===== src/rtl/seg_pkg.sv =====
// Character codes, segment patterns and the code->segment decode shared by the seven-segment scan driver.
package seg_pkg;

    typedef enum logic {
        GUARD,
        DRIVE
    } scan_state_t;

    localparam logic [4:0] CH_BLANK = 5'd10;
    localparam logic [4:0] CH_A     = 5'd11;
    localparam logic [4:0] CH_B_LO  = 5'd12;
    localparam logic [4:0] CH_C     = 5'd13;
    localparam logic [4:0] CH_C_LO  = 5'd14;
    localparam logic [4:0] CH_D_LO  = 5'd15;
    localparam logic [4:0] CH_E     = 5'd16;
    localparam logic [4:0] CH_F     = 5'd17;
    localparam logic [4:0] CH_H     = 5'd18;
    localparam logic [4:0] CH_H_LO  = 5'd19;
    localparam logic [4:0] CH_L     = 5'd20;
    localparam logic [4:0] CH_L_LO  = 5'd21;
    localparam logic [4:0] CH_O     = 5'd22;
    localparam logic [4:0] CH_O_LO  = 5'd23;
    localparam logic [4:0] CH_P     = 5'd24;
    localparam logic [4:0] CH_R_LO  = 5'd25;
    localparam logic [4:0] CH_S     = 5'd26;
    localparam logic [4:0] CH_U     = 5'd27;
    localparam logic [4:0] CH_U_LO  = 5'd28;
    localparam logic [4:0] CH_DASH  = 5'd29;

    // Patterns are {g,f,e,d,c,b,a}, indexed by character code.
    localparam logic [6:0] SEG_TABLE [0:31] = '{
        7'h3F, 7'h06, 7'h5B, 7'h4F, 7'h66, 7'h6D, 7'h7D, 7'h07,
        7'h7F, 7'h6F, 7'h00, 7'h77, 7'h7C, 7'h39, 7'h58, 7'h5E,
        7'h79, 7'h71, 7'h76, 7'h74, 7'h38, 7'h30, 7'h3F, 7'h5C,
        7'h73, 7'h50, 7'h6D, 7'h3E, 7'h1C, 7'h40, 7'h00, 7'h00
    };

    function automatic logic [6:0] seg_decode(input logic [4:0] code);
        return SEG_TABLE[code];
    endfunction

endpackage


===== src/rtl/seg_char_rom.sv =====
// Combinational character ROM: 5-bit display code to 7-bit {g..a} segment pattern.
module seg_char_rom
    import seg_pkg::*;
(
    input  logic [4:0] code,
    output logic [6:0] pattern
);

    assign pattern = seg_decode(code);

endmodule


===== src/rtl/seg_scan_driver.sv =====
// Time-multiplexed N-digit seven-segment driver with double-buffered frame and one-cycle guard.
// Optional SEG_BLINK_EN adds the blink_mask port and a frame-counted blink phase.
//
// state | meaning
// GUARD | all digits off; leaves one cycle after a tick
// DRIVE | digit[idx] lit with its decoded pattern
module seg_scan_driver
    import seg_pkg::*;
#(
    parameter int NUM_DIGITS   = 4,
    parameter int CLK_HZ       = 50_000_000,
    parameter int REFRESH_HZ   = 1000,
    parameter int ACTIVE_LOW   = 0,
    parameter int BLINK_FRAMES = 250
) (
    input  logic                    Clk,
    input  logic                    Reset,
    input  logic [5*NUM_DIGITS-1:0] digit_data,
    input  logic [NUM_DIGITS-1:0]   dp_in,
    input  logic                    load,
    input  logic                    blank_lz,
`ifdef SEG_BLINK_EN
    input  logic [NUM_DIGITS-1:0]   blink_mask,
`endif
    output logic [7:0]              SegmentOut,
    output logic [NUM_DIGITS-1:0]   DigitEnable
);

    localparam int DIV = CLK_HZ / (REFRESH_HZ * NUM_DIGITS);
    localparam int CW  = (DIV > 2) ? $clog2(DIV) : 2;
    localparam int IW  = (NUM_DIGITS > 1) ? $clog2(NUM_DIGITS) : 1;
    localparam logic [CW-1:0]         CNT_MAX  = CW'(DIV - 1);
    localparam logic [IW-1:0]         IDX_MAX  = IW'(NUM_DIGITS - 1);
    localparam logic [7:0]            SEG_IDLE = (ACTIVE_LOW != 0) ? 8'hFF : 8'h00;
    localparam logic [NUM_DIGITS-1:0] EN_IDLE  = (ACTIVE_LOW != 0) ? '1 : '0;
    localparam logic [NUM_DIGITS-1:0] EN_ONE   = NUM_DIGITS'(1);

    if (DIV < 3) begin : g_bad_div
        $error("seg_scan_driver: per-digit dwell DIV=%0d must be at least 3", DIV);
    end
    if (BLINK_FRAMES < 1) begin : g_bad_blink
        $error("seg_scan_driver: BLINK_FRAMES must be at least 1");
    end

    scan_state_t             state, state_n;
    logic [CW-1:0]           cnt;
    logic                    tick, tick_q, wrap;
    logic [IW-1:0]           idx, idx_n;
    logic [5*NUM_DIGITS-1:0] shadow_code, frame_code;
    logic [NUM_DIGITS-1:0]   shadow_dp, frame_dp;
    logic [NUM_DIGITS-1:0]   lz_blank;
    logic                    lead;
    logic [4:0]              rom_code;
    logic [6:0]              pattern;
    logic                    blink_off;
    logic [7:0]              seg_lit;

    assign tick = (cnt == CNT_MAX);

    always_comb begin
        state_n = state;
        idx_n   = idx;
        wrap    = 1'b0;
        case (state)
            GUARD: if (tick_q) state_n = DRIVE;
            DRIVE: if (tick) begin
                state_n = GUARD;
                wrap    = (idx == IDX_MAX);
                idx_n   = wrap ? '0 : idx + 1'b1;
            end
            default: state_n = GUARD;
        endcase
    end

    // Zeros are blanked from the MSD down until the first non-zero; digit 0 always shows.
    always_comb begin
        lz_blank = '0;
        lead     = blank_lz;
        for (int i = NUM_DIGITS - 1; i > 0; i--) begin
            lead        = lead && (frame_code[5*i +: 5] == 5'd0);
            lz_blank[i] = lead;
        end
    end

    assign rom_code = lz_blank[idx] ? CH_BLANK : frame_code[5*idx +: 5];

    seg_char_rom u_rom (
        .code    (rom_code),
        .pattern (pattern)
    );

`ifdef SEG_BLINK_EN
    localparam int BW = (BLINK_FRAMES > 1) ? $clog2(BLINK_FRAMES) : 1;
    localparam logic [BW-1:0] BLINK_MAX = BW'(BLINK_FRAMES - 1);

    logic [BW-1:0] blink_cnt;
    logic          blink_phase;

    always_ff @(posedge Clk or posedge Reset) begin
        if (Reset) begin
            blink_cnt   <= '0;
            blink_phase <= 1'b0;
        end else if (wrap) begin
            if (blink_cnt == BLINK_MAX) begin
                blink_cnt   <= '0;
                blink_phase <= ~blink_phase;
            end else begin
                blink_cnt <= blink_cnt + 1'b1;
            end
        end
    end

    assign blink_off = blink_phase && blink_mask[idx];
`else
    assign blink_off = 1'b0;
`endif

    assign seg_lit = blink_off ? 8'h00 : {frame_dp[idx], pattern};

    always_ff @(posedge Clk or posedge Reset) begin
        if (Reset) begin
            state       <= GUARD;
            cnt         <= '0;
            tick_q      <= 1'b0;
            idx         <= '0;
            shadow_code <= {NUM_DIGITS{CH_BLANK}};
            shadow_dp   <= '0;
            frame_code  <= {NUM_DIGITS{CH_BLANK}};
            frame_dp    <= '0;
            SegmentOut  <= SEG_IDLE;
            DigitEnable <= EN_IDLE;
        end else begin
            state  <= state_n;
            cnt    <= tick ? '0 : cnt + 1'b1;
            tick_q <= tick;
            idx    <= idx_n;
            if (load) begin
                shadow_code <= digit_data;
                shadow_dp   <= dp_in;
            end
            // A load on the wrap edge lands in the shadow and reaches the frame one frame later.
            if (wrap) begin
                frame_code <= shadow_code;
                frame_dp   <= shadow_dp;
            end
            if (state_n == DRIVE) begin
                SegmentOut  <= seg_lit ^ SEG_IDLE;
                DigitEnable <= (EN_ONE << idx) ^ EN_IDLE;
            end else begin
                SegmentOut  <= SEG_IDLE;
                DigitEnable <= EN_IDLE;
            end
        end
    end

endmodule


===== config.mk =====
export PLATFORM = sky130hd
export DESIGN_NAME = seg_scan_driver
export DESIGN_NICKNAME = d
export VERILOG_FILES = /design/src/rtl/seg_pkg.sv /design/src/rtl/seg_char_rom.sv /design/src/rtl/seg_scan_driver.sv
export SDC_FILE = /design/constraint.sdc
export NUM_CORES = 1
export LEC_CHECK = 0
export BUFFER_PORTS_ARGS = -buffer_cell sky130_fd_sc_hd__buf_2
export CAP_MARGIN = 0
export CORE_ASPECT_RATIO = 0.8
export CORE_UTILIZATION = 40
export DETAILED_ROUTE_END_ITERATION = 7
export PLACE_DENSITY = 0.57
export SLEW_MARGIN = 40
export SYNTH_ARGS = -nofsm -noshare
export SYNTH_HDL_FRONTEND = slang
export SYNTH_SLANG_ARGS = --single-unit
export TNS_END_PERCENT = 50

===== constraint.sdc =====
create_clock -name Clk -period 5.2 [get_ports Clk]
set_clock_uncertainty 0.1 [all_clocks]
set_input_delay 0.52 -clock Clk [delete_from_list [all_inputs] [get_ports Clk]]
set_output_delay 0.52 -clock Clk [all_outputs]
set_load 0.02 [all_outputs]

==> reports/qor.yml <==
post_route_cells_drive_above_1_share: 0.374
setup-tns-final_ns: 0
period_needed_ns: 3.16
final.period_utilization: 0.607
die-width_um: 109
vias: 2353
grt_pass1_wl_um: 11500
timing.critical_path.from: "idx[1]"
r2r_cells: 9
first_iter_violations: 103
finish.utilization: 0.492
critical_path.reg2reg.startpoint: "idx[1]"
dp_hpwl_um: 4650
global_route.usage.total: 0.160
worstSetupEndpointType: "flip-flop"
fp-row-count: 30
drtPass1Iterations: 4
critPathArrivalTime_ns: 3.29
post_cts_resized: 0
synth_ff_type: "dfrtp_1"
postSynthRegisterBits: 78
detailed_route_wire_length_um: 6710
holdCritPathClass: "primary input to async pin"
synthesis.instances: 292
final-max-slew-violation-count: 0
maximum_number_of_pins_on_one_net_before_global_route_repair: 45
route.antenna.remaining_nets: 0
timing.final.setup_violations: 0
hold_buffer_count_at_cts: 0
cp_slowest_stage_delay_ns: 0.82
clock_tree.root_cell: "clkbuf_16"
via_count_of_the_first_global_routing_pass: 2336
synth_commonest_cells: "dfrtp_1, mux2_2, dfstp_2, nor2_1, nand2_1"
multi_input_comb_area_um2: 1610
timing.max_cap.violations: 0
residual_overflow_from_global_routing: 0
die_y_um: 87.9
max_slew_margin: 0.529
floorplan.die_area_um2: 9620
port_buffers: 39
crit_chain: "mux4_1 > inv_1 > nand2_4 > ha_1 > inv_1 > nor2_1 > a211oi_1 > a311o_1 > a31oi_1"
cts_inserted_buffers: 9
share_seq_of_total_power: 0.483
leakage_power_figure_nw: 1.96
synthesis.nets: 330
clk_path_buf_depth: 2
sinks_on_the_clock_net: 78
cts_tree: "done"
route.detailed.wl_per_inst_um: 15.1
initial_antenna_violation_count: 0
p_sw_mw: 0.259
maximum_level_of_the_cts_h_tree: 3
switching_share: 0.195
post_cts_setup_repair_buffer_count: 0
number_of_enable_type_register_cells_in_the_synthesized_netlist: 0
power_per_cell_area_nw_per_um2: 310
nFillCells: 794
crit_path_launch_type: "flip-flop"
synthMostInstantiatedCell: "dfrtp_1"
nNetsFinal: 367
drc: 0
core_region_area_um2: 8710
internal_power_mw: 1.07
ff_latch_area_um2: 1970
area_delta_synth_final_pct: 16.1
antenna_cells_inserted: 0
synth_largest_type_area_fraction: 0.420
hold_viol: 0
vias_per_cell: 5.28
synth-seq-area-share: 0.534
synthTopCellsByArea: "dfrtp_1, mux2_2, dfstp_2"
worst_endpoint_required_time_ns: 5.34
worst_pin_slew_ns: 0.687
fmaxAchievable_mhz: 317
power.clock.fraction: 0.482
ys.warnings.count: 0
async_flop_share: 1.00
clk-insertion-delay-late_ns: 0.33
critPathKind: "flip-flop to flip-flop"
synth.largest_area_cell: "dfrtp_1"
critPathMostFrequentCell: "inv_1"
critical_path.slowest_cell: "mux4_1"
syn-mean-instance-area_um2: 12.6
fraction_of_power_consumed_by_combinational_cells: 0.035
worstPathMaxFanout: 13
gp_congestion: 0.882
initial_utilization: 0.424
rsz0062_at_grt: "no"
syn-cell-area_um2: 3690
cts.clk_slew.worst_paths_ns: 0.06
ios: 40
post_synth_num_cell_types: 51
ir_drop_mv: 0.174
outcome: "finished, final reports clean"
## critical path, delay by kind of cell, from the launching register on
| kind | cells | cell delay [ns] |
|---|---|---|
| adder cells (fa/ha/maj) | 1 | 0.38 |
| AND/OR/NAND/NOR | 2 | 0.21 |
| AO/OA/AOI/OAI | 3 | 0.57 |
| multiplexers | 1 | 0.82 |
| buffers and inverters | 2 | 0.31 |
| flip-flops | 1 | 0.67 |
## sequential cells by signal, indices dropped and copies added, names as in the netlist
signal and flops:
frame_code 20, shadow_code 20, cnt 14, SegmentOut 8, DigitEnable 4, frame_dp 4, shadow_dp 4, idx 2
state 1, tick_q 1
## per-stage QoR
stage	std cells	worst slack, ns	area, µm²	power (mW)	hold slack [ns]
3_5_place_dp	430	2.08	3970	0.700	0.390
3_3_place_gp	430	2.08	3970	0.698	0.383
6_report	446	2.04	4280	1.33	0.203
5_1_grt	446	1.83	4280	1.38	0.263
4_1_cts	446	2.05	4280	1.35	0.222
2_1_floorplan	292	2.61	3690	0.679	0.368
## layer usage
metal,up-vias,wire length (µm),track usage
met5,-,0,0
met4,0,83,0.0545
met3,11,319,0.0558
met2,54,3080,0.247
met1,1164,3230,0.209
li1,1124,-,-
## cells by family (layout without fill, tap and decap cells)
group                      Yosys count  count (layout)  share of synthesized area
and+or+nand+nor                     71              71                      0.104
buffers and inverters               25              67                     0.0298
muxes                               62              62                      0.207
adders and majority gates           10              10                     0.0339
DFF                                 78              78                      0.534
AOI/OAI and AO/OA                   35              35                     0.0648
xor gates and xnor gates            11              11                     0.0261
## cells in the final DEF (no fill, tap or decap), types with 2 or more instances in the layout
cell and n:
a211oi_1 4, a21oi_1 8, and2_1 6, and4_1 2, buf_2 39, clkbuf_1 2
clkbuf_16 9, clkbuf_8 3, dfrtp_1 62, dfstp_2 16, ha_1 10, inv_1 9
mux2_2 50, mux2i_1 7, mux4_1 5, nand2_1 14, nand3_1 8, nor2_1 15
nor3_1 8, nor3b_1 2, nor4_1 2, nor4b_1 2, o21ai_0 6, o221ai_1 2
o311a_1 2, or3_1 2, xnor2_1 6, xor2_1 5
## power groups by stage
stage	combinational [mW]	sequential [mW]	clock [mW]
floorplan	0.0320	0.647	0
global placement	0.0463	0.652	0
detailed placement	0.0480	0.652	0
CTS	0.0481	0.642	0.659
global route	0.0527	0.644	0.683
finish	0.0460	0.641	0.639
## layout make-up
type / instances / share of cell area
inverter: 11 / 0.0102
clock buffer: 14 / 0.0640
multi-input combinational: 189 / 0.376
tap: 112 / 0.0327
sequential: 78 / 0.460
clock inverter: 2 / 0.00905
timing repair buffer: 40 / 0.0473
## final timing paths
check | to | slack, ns
max | SegmentOut[2] | 2.04
min | shadow_code[12] | 0.20
max reg2reg | SegmentOut[2] | 2.04
min reg2reg | frame_dp[2] | 0.40
max in group asynchronous | shadow_code[18] | 3.78
min in group Clk | shadow_code[2] | 0.32
(Power assumes the default switching activity.)
